--- src/rtl/clk_div_multi_pkg.sv ---
// Shared constants for the multi-channel clock divider.
package clk_div_multi_pkg;

    // Smallest divisor that still yields a distinct high and low phase
    localparam int unsigned DIV_MIN  = 2;

    // Board clock and the divisors commonly loaded at reset
    localparam int unsigned CLK_HZ   = 100_000_000;
    localparam int unsigned DIV_1KHZ = 100_000;
    localparam int unsigned DIV_SCAN = 500_000;

endpackage

--- src/rtl/clk_div_channel.sv ---
// One divider channel: counter, shadow/active divisor, sticky error flag and
// registered square-wave / tick outputs.
//   clk_i, reset : clock, asynchronous active-low reset
//   en           : run enable; low forces the counter to zero
//   sync_clr     : synchronous restart (phase alignment), wins over en
//   div, div_load: divisor value and its load strobe
//   clk_o        : divided square wave, high for floor(div/2) cycles
//   tick_o       : one-cycle pulse per divided period
//   div_err      : sticky, last load attempt carried a divisor below DIV_MIN
module clk_div_channel
    import clk_div_multi_pkg::*;
#(
    parameter int unsigned CNT_W       = 20,
    parameter int unsigned DEFAULT_DIV = DIV_SCAN
) (
    input  logic             clk_i,
    input  logic             reset,
    input  logic             en,
    input  logic             sync_clr,
    input  logic [CNT_W-1:0] div,
    input  logic             div_load,
    output logic             clk_o,
    output logic             tick_o,
    output logic             div_err
);

    logic [CNT_W-1:0] cnt;
    logic [CNT_W-1:0] div_q;
    logic [CNT_W-1:0] div_p;
    logic             pend_valid;

    logic             wrap_c;
    logic             apply_c;
    logic             legal_c;
    logic [CNT_W-1:0] cnt_nxt;
    logic [CNT_W-1:0] div_q_nxt;
    logic [CNT_W-1:0] div_p_nxt;
    logic             pend_nxt;
    logic             err_nxt;
    logic             clk_nxt;
    logic             tick_nxt;

    // Next-state: divisor changes only take effect at a period boundary
    // (wrap), while idle, or on a synchronous restart.
    always_comb begin
        wrap_c    = en && (cnt == div_q - CNT_W'(1));
        apply_c   = sync_clr || !en || wrap_c;
        legal_c   = div_load && (div >= CNT_W'(DIV_MIN));
        cnt_nxt   = cnt + CNT_W'(1);
        div_q_nxt = div_q;
        div_p_nxt = div_p;
        pend_nxt  = pend_valid;
        err_nxt   = div_err;
        clk_nxt   = en && !sync_clr && (cnt < (div_q >> 1));
        tick_nxt  = wrap_c && !sync_clr;

        if (apply_c) begin
            cnt_nxt  = '0;
            pend_nxt = 1'b0;
            // A load on the boundary itself bypasses the shadow register
            if (legal_c) begin
                div_q_nxt = div;
            end else if (pend_valid) begin
                div_q_nxt = div_p;
            end
        end else if (legal_c) begin
            div_p_nxt = div;
            pend_nxt  = 1'b1;
        end

        if (div_load) begin
            err_nxt = !legal_c;
        end
    end

    // State and output registers
    always_ff @(posedge clk_i or negedge reset) begin
        if (!reset) begin
            cnt        <= '0;
            div_q      <= CNT_W'(DEFAULT_DIV);
            div_p      <= '0;
            pend_valid <= 1'b0;
            div_err    <= 1'b0;
            clk_o      <= 1'b0;
            tick_o     <= 1'b0;
        end else begin
            cnt        <= cnt_nxt;
            div_q      <= div_q_nxt;
            div_p      <= div_p_nxt;
            pend_valid <= pend_nxt;
            div_err    <= err_nxt;
            clk_o      <= clk_nxt;
            tick_o     <= tick_nxt;
        end
    end

endmodule

--- src/rtl/clk_div_multi.sv ---
// Multi-channel programmable clock divider with glitch-free divisor updates.
//   clk_i, reset : clock, asynchronous active-low reset
//   en_i         : per-channel run enable
//   sync_clr_i   : synchronous restart of all channels
//   div_i        : per-channel divisor, channel k at [k*CNT_W +: CNT_W]
//   div_load_i   : per-channel load strobe for div_i
//   clk_o        : per-channel divided square wave
//   tick_o       : per-channel one-cycle pulse per divided period
//   div_err_o    : per-channel sticky illegal-divisor flag
module clk_div_multi
    import clk_div_multi_pkg::*;
#(
    parameter int unsigned NUM_CH      = 2,
    parameter int unsigned CNT_W       = 20,
    parameter int unsigned DEFAULT_DIV = DIV_SCAN
) (
    input  logic                    clk_i,
    input  logic                    reset,
    input  logic [NUM_CH-1:0]       en_i,
    input  logic                    sync_clr_i,
    input  logic [NUM_CH*CNT_W-1:0] div_i,
    input  logic [NUM_CH-1:0]       div_load_i,
    output logic [NUM_CH-1:0]       clk_o,
    output logic [NUM_CH-1:0]       tick_o,
    output logic [NUM_CH-1:0]       div_err_o
);

    // Independent channels sharing only the clock, reset and restart
    for (genvar k = 0; k < NUM_CH; k++) begin : g_ch
        clk_div_channel #(
            .CNT_W       (CNT_W),
            .DEFAULT_DIV (DEFAULT_DIV)
        ) u_ch (
            .clk_i    (clk_i),
            .reset    (reset),
            .en       (en_i[k]),
            .sync_clr (sync_clr_i),
            .div      (div_i[k*CNT_W +: CNT_W]),
            .div_load (div_load_i[k]),
            .clk_o    (clk_o[k]),
            .tick_o   (tick_o[k]),
            .div_err  (div_err_o[k])
        );
    end

endmodule

--- config.mk ---
export PLATFORM = sky130hd
export DESIGN_NAME = clk_div_multi
export DESIGN_NICKNAME = d
export VERILOG_FILES = /design/src/rtl/clk_div_multi_pkg.sv /design/src/rtl/clk_div_channel.sv /design/src/rtl/clk_div_multi.sv
export SDC_FILE = /design/constraint.sdc
export NUM_CORES = 1
export LEC_CHECK = 0
export CORE_ASPECT_RATIO = 0.6
export CORE_MARGIN = 2
export CORE_UTILIZATION = 45
export CTS_BUF_LIST = sky130_fd_sc_hd__clkbuf_4
export CTS_CLUSTER_SIZE = 28
export DETAILED_ROUTE_END_ITERATION = 10
export HOLD_SLACK_MARGIN = 0.05
export PLACE_DENSITY = 0.61
export SETUP_SLACK_MARGIN = 0.02
export SYNTH_ARGS = -nofsm -noshare
export SYNTH_HDL_FRONTEND = slang
export SYNTH_SLANG_ARGS = --single-unit
--- constraint.sdc ---
create_clock -name clk_i -period 7.27 [get_ports clk_i]
set_input_delay 0.727 -clock clk_i [delete_from_list [all_inputs] [get_ports clk_i]]
set_output_delay 0.727 -clock clk_i [all_outputs]
set_load 0.02 [all_outputs]
Word level (Yosys, flattened, before mapping):

Index checks and enable logic that the tools add are counted.

* register bits after elaboration: 128
* output and inout port bits: 6
* logic and storage cells: 63

* bitwise operators: 2
* mux-type cells: 10
* magnitude comparators: 4
* equality and inequality tests: 2
* reduce and logical (&&, ||, !) cells: 27
* add/subtract/negate cells: 4

Operator list (number)
* $mux 20: 6
* $add 20x1->20 const B: 2
* $eq 20x20->1: 2
* $ge 20x2->1 const B: 2
* $lt 20x19->1: 2
* $sub 20x1->20 const B: 2
* $logic_and 1x1->1: 10
* $reduce_and 2->1: 4
* $reduce_bool 2->1: 4
* $logic_not 1->1: 5
* $logic_or 1x1->1: 4
* $mux 1: 4
* $not 1->1: 2

Longest topological paths before layout:

Gate-level depths: netlist of the first run.

* depth after elaboration: 6
* mapped depth: 12

Modules after synthesis:

From an unflattened synthesis of the first run, not the netlist that was laid out.

* cells, all modules: 796
* area total of the unflattened synthesis: 8000.2 um^2

Modules (own cells, without submodules)
* clk_div_channel: instances 2, area each 4000.1 um^2, cells each 398

Worst setup path before layout of the first run:

Ideal clock, no wire load.

* kind: reg2reg
* start point: reg g_ch[0].u_ch.div_q[0]
* end point: reg g_ch[0].u_ch.div_p[0]
* data arrival time: 2.994 ns
* stages on the path, launching flop included: 12
* library setup time: 0.125 ns
* period minus slack after synthesis: 3.119 ns
* data required time: 7.145 ns
* path slack: 4.151 ns
* buffers on the path: 1
* cell sequence: dfrtp_1 -> inv_1 -> ha_1 -> or4b_1 -> o41a_1 -> a311oi_1 -> a211oi_1 -> o211a_1 -> and4_4 -> nor3_2 -> buf_6 -> mux2_4

* longest elaborated chain between the ends: 6

Ends and longest elaborated chain
* from (decl): line clk_div_channel.sv:28 `logic [CNT_W-1:0] div_q;`
* from (signal assigned): line clk_div_channel.sv:80 `div_q <= CNT_W'(DEFAULT_DIV);`
* from (signal assigned): line clk_div_channel.sv:88 `div_q <= div_q_nxt;`
* $sub 20x1->20: line clk_div_channel.sv:46 `wrap_c = en && (cnt == div_q - CNT_W'(1));`
* $eq 20x20->1: line clk_div_channel.sv:46
* $logic_and 1x1->1: line clk_div_channel.sv:46
* $logic_or 1x1->1: line clk_div_channel.sv:47 `apply_c = sync_clr || !en || wrap_c;`
* $not 1->1 (no line)
* $reduce_and 2->1 (no line)
* to (signal assigned): line clk_div_channel.sv:89 `div_p <= div_p_nxt;`
* to (decl): line clk_div_channel.sv:29 `logic [CNT_W-1:0] div_p;`

No other way between the ends.
A chain may end at the register's enable or synchronous reset.

Worst setup path in the final report of the first run:

* start point: reg g_ch[0].u_ch.div_q[0]
* end point: reg g_ch[0].u_ch.div_q[7]

* longest elaborated chain between the ends: 5

Ends and longest elaborated chain (line)
* $sub 20x1->20: clk_div_channel.sv:46
* $eq 20x20->1: clk_div_channel.sv:46
* $logic_and 1x1->1: clk_div_channel.sv:46
* $logic_or 1x1->1: clk_div_channel.sv:47
* $reduce_and 2->1 (no line)

No other way between the ends.

==> results.cfg, run 1 <==
[synthesis]
synth-edff-count = 0
post_synth.cell_area_avg_sq_um = 9.85
post_synth_inst_count = 829
yosys_most_used_dff = sky130_fd_sc_hd__dfrtp_1
syn-cell-area_sq_um = 8170
yosys.cell_types.count = 66
synthesized_netlist_net_count = 916
ys_async_sr_fraction_pct = 100
ys_warn_count = 0
register_area_share_after_synthesis_pct = 39.4
synth.ff_latch_count = 128

[clocking]
cts-htree-levels = 4
tritoncts_clock_tree = done
cts_buf_count = 17
clk_pin_slew_ns = 0.12
cts_repair_resize_count = 0
clk_latency_ns = 0.58
cts_setup_buffers = 0
cts_sinks = 128
clock_path_buffers = 2
post_cts_hold_buffer_count = 0
clock_root_buffer_master = sky130_fd_sc_hd__clkbuf_4

[cells_and_area]
most-common-layout-cells = 114 x sky130_fd_sc_hd__dfrtp_1, 74 x sky130_fd_sc_hd__nor2_1, 51 x sky130_fd_sc_hd__nand2_1, 51 x sky130_fd_sc_hd__clkdlybuf4s50_1, 50 x sky130_fd_sc_hd__inv_1
inserted_diodes = 0
post_route_cells_drive_above_1_share_pct = 12.7
final_cells = 1113
area.growth.synth_to_final_pct = 11.4
nets = 947
layout_commonest_cell = sky130_fd_sc_hd__dfrtp_1

[placed_design]
dp_hpwl_um = 17700
placed_cells_incl_taps = 1081
numPortBuffers = 52
routability_congestion_estimate_from_global_placement = 0.922

[route]
route.layer.met1.wl_um = 12900
avgRoutedWirePerCell_um = 21.0
routed.top_layer = met4
via_count = 6661
first_pass_iters = 5
ant_nets = 0
via_per_inst = 5.98
met3RoutedLength_um = 1810
drt_first_iter_violations = 721
routed_wire_length_um = 23400
routed_wire_length_on_met2_um = 8430
route.detailed.drc = 0

[floorplan]
chipHeight_um = 108
floorplan.die_area_sq_um = 19300
core-area_sq_um = 17900
fp-row-count = 38
dieWidth_um = 178
boundaryPins = 53
floorplan.initialDensity_pct = 45.6

[sta]
setup_viol = 0
fin_skew_ns = 0.0221
timing.max_slew.rel_slack_pct = 19.0
worst_hold_slack_ns = 0.179
fmax_mhz = 223
setup_total_negative_slack_ns = 0
min_period_ns = 4.48
final_max_slew_viols = 0
final_min_period_over_clock_period_pct = 61.6
tightestPinTransition_ns = 1.22
grt_setup_unrepaired = no
timing.final.hold_violations = 0

[worst_setup_path]
critical_path_required_ns = 7.65
regToRegStartpoint = g_ch[0].u_ch.div_q[0]
worstSetupStartpointType = register
critical_path_class = register to register
worst_ep_arrival_time_ns = 4.86
critical_path.endpoint_type = register
worst_path_largest_cell_delay_ns = 0.75
crit_fanout = 23
r2r_cells = 10
crit_slowest_cell = sky130_fd_sc_hd__a2111oi_0
setup.reg_to_reg.worst_slack_ns = 2.79
regToRegEndpoint = g_ch[0].u_ch.div_q[7]
path_cells = inv_1 -> ha_1 -> nor4b_1 -> nand2_1 -> xor2_1 -> a2111oi_0 -> and4_4 -> or2_1 -> buf_4 -> a32oi_2

[global_routing]
grt_start_max_net_pins = 79
global_route_wire_length_before_repair_um = 37400
grtUsageTotal_pct = 25.9
first_global_vias = 6381
grt.overflow.total = 0
antenna_found_initial = 0

[power]
pwr_density_cell_nw_per_um2 = 200
static-leakage-power_uw = 0.00390
irDropWorstVdd_uv = 95.2

[job]
cap_viol_max_count = 0

[hold_path]
hold_path.class = input pin to asynchronous set/reset pin

[outcome]
status = completed
[state kept, by name, indices dropped and copies added, names as in the netlist]
name and flops:
g_ch.u_ch.div_err 2, g_ch.u_ch.cnt 40, g_ch.u_ch.clk_o 2, g_ch.u_ch.tick_o 2, g_ch.u_ch.pend_valid 2, g_ch.u_ch.div_q 40
g_ch.u_ch.div_p 40
[area by class of cell]
class	count	area [sq um]
clock buffer	22	165
clock inverter	10	148
fill	1630	8820
inverter	50	188
multi-input combinational	606	4520
sequential	128	3220
tap	240	300
timing repair buffer	57	556
[power breakdown]
group | switching (uW) | leakage (uW) | total, uW | internal, uW
logic | 211 | 0.00213 | 389 | 178
clock network | 269 | 0.000170 | 556 | 287
registers | 81.8 | 0.00160 | 876 | 794
[stage by stage]
stage | setup slack, ns | power [uW] | cell area [sq um] | util [%]
floorplan | 4.15 | 1130 | 8170 | -
detailed placement | 3.05 | 1270 | 8790 | 49.0
global route | 2.58 | 1920 | 9100 | 50.8
global placement | 3.23 | 1260 | 8790 | 49.0
finish | 2.79 | 1820 | 9100 | 50.8
CTS | 3.01 | 1830 | 9100 | 50.8
[synth_stat cells, drive strengths merged, types with 22 or more instances]
cell | number | area [sq um]
xnor2 | 46 | 403
o21ai | 32 | 160
dfrtp | 114 | 2850
nor3 | 24 | 125
mux2 | 42 | 548
inv | 50 | 188
a22o | 36 | 315
xor2 | 37 | 324
buf | 26 | 180
nor2 | 74 | 278
a32oi | 22 | 275
nand3 | 22 | 110
nand2 | 51 | 191
nand4 | 26 | 163
ha | 40 | 500
[worst max path at each step]
stage                                from               endpoint  slack (ns)
finish              g_ch[0].u_ch.div_q[0]  g_ch[0].u_ch.div_q[7]        2.79
global route        g_ch[0].u_ch.div_q[0]  g_ch[0].u_ch.div_q[6]        2.58
CTS                 g_ch[0].u_ch.div_q[0]  g_ch[0].u_ch.div_q[7]        3.01
detailed placement  g_ch[0].u_ch.div_q[0]  g_ch[0].u_ch.div_q[7]        3.05
global placement    g_ch[0].u_ch.div_q[0]  g_ch[0].u_ch.div_q[7]        3.23
floorplan           g_ch[0].u_ch.div_q[0]  g_ch[0].u_ch.div_p[0]        4.15
[cell families after synthesis]
kind of cell    Yosys count  synth area share (%)
mux                      46                  7.20
buf+inv                  95                  5.38
flops                   128                  39.4
compound gates          161                  15.6
fa+ha+maj                40                  6.13
simple gates            276                  17.3
xor+xnor                 83                  8.90
[routing by layer]
| layer | vias to the layer above | GRT usage, % |
|---|---|---|
| met3 | 12 | 6.72 |
| met2 | 258 | 30.8 |
| li1 | 3078 | - |
| met1 | 3313 | 44.2 |
| met5 | - | 0 |
| met4 | 0 | 5.21 |
[worst max-delay path, delay by kind of cell (launching register included)]
family / cells / cell delay [ns]
AOI/OAI and AO/OA: 2 / 0.90
and+or+nand+nor: 4 / 1.97
xor gates and xnor gates: 1 / 0.23
adders and majority gates: 1 / 0.22
DFF: 1 / 0.45
buffers and inverters: 2 / 0.52
(Power assumes the default switching activity.)
==> run 2, diff against run 1 <==
Clock period 7.27 ns to 4.6 ns, I/O delays scaled along.
==> run 2 against run 1 <==
- routed wire length shrank 1.6%
- critical path type unchanged
- critical path depth up 1
- global-route usage fell by 0.55 points
- sequential cell count stayed put
- utilization rose by 0.32 points
==> results.cfg, run 2 (synthesized netlist as in run 1, its figures left out) <==
[outcome]
status = completed

[route]
via_per_inst = 5.95
ant_nets = 0
first_pass_iters = 5
drt_first_iter_violations = 651
avgRoutedWirePerCell_um = 20.5
via_count = 6666
routed_wire_length_um = 23000
route.detailed.drc = 0

[sta]
setup_slack_ns = 0.706
grt_setup_unrepaired = no
final_min_period_over_clock_period_pct = 84.7
fmax_mhz = 257
tightestPinTransition_ns = 1.24
timing.final.hold_violations = 0
final_max_slew_viols = 0
setup_total_negative_slack_ns = 0
min_period_ns = 3.89
timing.max_slew.rel_slack_pct = 17.5
fin_skew_ns = 0.0189
setup_viol = 0

[hold_path]
hold_path.class = input pin to register

[global_routing]
antenna_found_initial = 0
grt.overflow.total = 0
grtUsageTotal_pct = 25.3
first_global_vias = 6354
global_route_wire_length_before_repair_um = 36400
grt_start_max_net_pins = 69

[floorplan]
chipHeight_um = 108
core-area_sq_um = 17900
fp-row-count = 38
boundaryPins = 53
floorplan.die_area_sq_um = 19300
dieWidth_um = 178
floorplan.initialDensity_pct = 45.6

[worst_setup_path]
worstSetupEndpoint = g_ch[0].u_ch.div_p[13]
crit_fanout = 13
setup.reg_to_reg.worst_slack_ns = 0.71
setup.worst_path.start = g_ch[0].u_ch.div_q[0]
worst_ep_arrival_time_ns = 4.39
critical_path_required_ns = 5.09
regToRegEndpoint = g_ch[0].u_ch.div_p[13]
critical_path_class = register to register
critical_path.endpoint_type = register
r2r_cells = 11
regToRegStartpoint = g_ch[0].u_ch.div_q[0]
worstSetupStartpointType = register

[placed_design]
dp_hpwl_um = 17600
numPortBuffers = 52
place_ws_ns = -0.0595
routability_congestion_estimate_from_global_placement = 0.922

[clocking]
cts_setup_buffers = 0
clock_path_buffers = 2
tritoncts_clock_tree = done
post_cts_hold_buffer_count = 1
clk_pin_slew_ns = 0.13
cts_repair_resize_count = 0
clock_root_buffer_master = sky130_fd_sc_hd__clkbuf_4
cts_buf_count = 17
cts-htree-levels = 4
cts_sinks = 128
clk_latency_ns = 0.61

[power]
pwr_density_cell_nw_per_um2 = 308
static-leakage-power_uw = 0.00392
irDropWorstVdd_uv = 227

[job]
cap_viol_max_count = 0

[cells_and_area]
post_route_cells_drive_above_1_share_pct = 14.0
top_regs = g_ch.u_ch.cnt: 40 flops, g_ch.u_ch.div_p: 40 flops, g_ch.u_ch.div_q: 40 flops
nets = 955
most-common-layout-cells = 114 x sky130_fd_sc_hd__dfrtp_1, 74 x sky130_fd_sc_hd__nor2_1, 51 x sky130_fd_sc_hd__nand2_1, 51 x sky130_fd_sc_hd__clkdlybuf4s50_1, 50 x sky130_fd_sc_hd__inv_1
final_util_pct = 51.1
layout_fillers = 1636
inserted_diodes = 0
area.growth.synth_to_final_pct = 12.1
layout_commonest_cell = sky130_fd_sc_hd__dfrtp_1
-- run 2: cell types whose count changed in the layout (fill, tap and decap cells not counted) --
cell | before | now
sky130_fd_sc_hd__inv_6 | 0 | 2
sky130_fd_sc_hd__nor4_1 | 19 | 18
sky130_fd_sc_hd__clkinv_4 | 1 | 3
sky130_fd_sc_hd__clkinvlp_4 | 0 | 5
sky130_fd_sc_hd__clkinv_1 | 5 | 1
sky130_fd_sc_hd__buf_12 | 0 | 1
sky130_fd_sc_hd__clkinv_2 | 0 | 1
sky130_fd_sc_hd__bufinv_16 | 4 | 2
sky130_fd_sc_hd__clkbuf_4 | 22 | 17
sky130_fd_sc_hd__buf_4 | 6 | 12
sky130_fd_sc_hd__dlygate4sd3_1 | 0 | 1
sky130_fd_sc_hd__inv_8 | 0 | 1
sky130_fd_sc_hd__nor4_2 | 0 | 1
-- run 2: critical path, cell delays in order (launching register included) --
cell	delay, ns
sky130_fd_sc_hd__dfrtp_1	0.45
sky130_fd_sc_hd__inv_1	0.08
sky130_fd_sc_hd__ha_1	0.21
sky130_fd_sc_hd__or4b_1	0.55
sky130_fd_sc_hd__o41a_1	0.45
sky130_fd_sc_hd__a311oi_1	0.25
sky130_fd_sc_hd__a211oi_1	0.09
sky130_fd_sc_hd__o211a_1	0.23
sky130_fd_sc_hd__and4_4	0.19
sky130_fd_sc_hd__nor3_4	0.57
sky130_fd_sc_hd__buf_4	0.39
sky130_fd_sc_hd__mux2_4	0.33
-- run 2: area by class of cell --
type	instances	area (sq um)	share of cell area, %
well taps	240	300	3.28
flip-flops and latches	128	3220	35.2
clock buffers	17	128	1.39
clock inverters	15	161	1.76
multi-input cells	606	4530	49.5
repair buffers	65	631	6.89
inverters	50	188	2.05
-- run 2: per-layer routing --
metal,track usage (%),routed length [um],share of wire (%),up-vias
met5,0,0,0,-
met4,6.91,315,1.4,0
met3,7.56,1880,8.2,29
met2,29.3,8050,35,264
met1,42.5,12700,55,3280
li1,-,-,-,3093
-- run 2: how the worst min path moves through the flow --
stage,endpoint,depth (start not counted),start,slack [ns]
finish,g_ch[1].u_ch.div_p[0],2,div_i[20],0.49
global route,g_ch[1].u_ch.div_q[16],3,div_i[36],0.45
CTS,g_ch[1].u_ch.div_q[16],3,div_i[36],0.45
detailed placement,g_ch[1].u_ch.div_p[2],1,g_ch[1].u_ch.div_p[2],0.49
global placement,g_ch[1].u_ch.div_p[8],1,g_ch[1].u_ch.div_p[8],0.47
floorplan,g_ch[0].u_ch.clk_o,0,reset,0.16
-- run 2: stage by stage --
step	instances	power, uW	hold WS (ns)	cell area, sq um
after global routing	1121	2970	0.450	9160
after global placement	1088	1990	0.469	8850
after CTS	1121	2830	0.451	9150
after floorplan	829	1780	0.164	8170
after detailed placement	1088	2010	0.491	8850
final	1121	2820	0.493	9160
-- run 2: power by group --
group	switching [uW]	total (uW)	internal, uW
sequential	131	1390	1260
clock	487	814	326
combinational	330	617	287
total	948	2820	1870
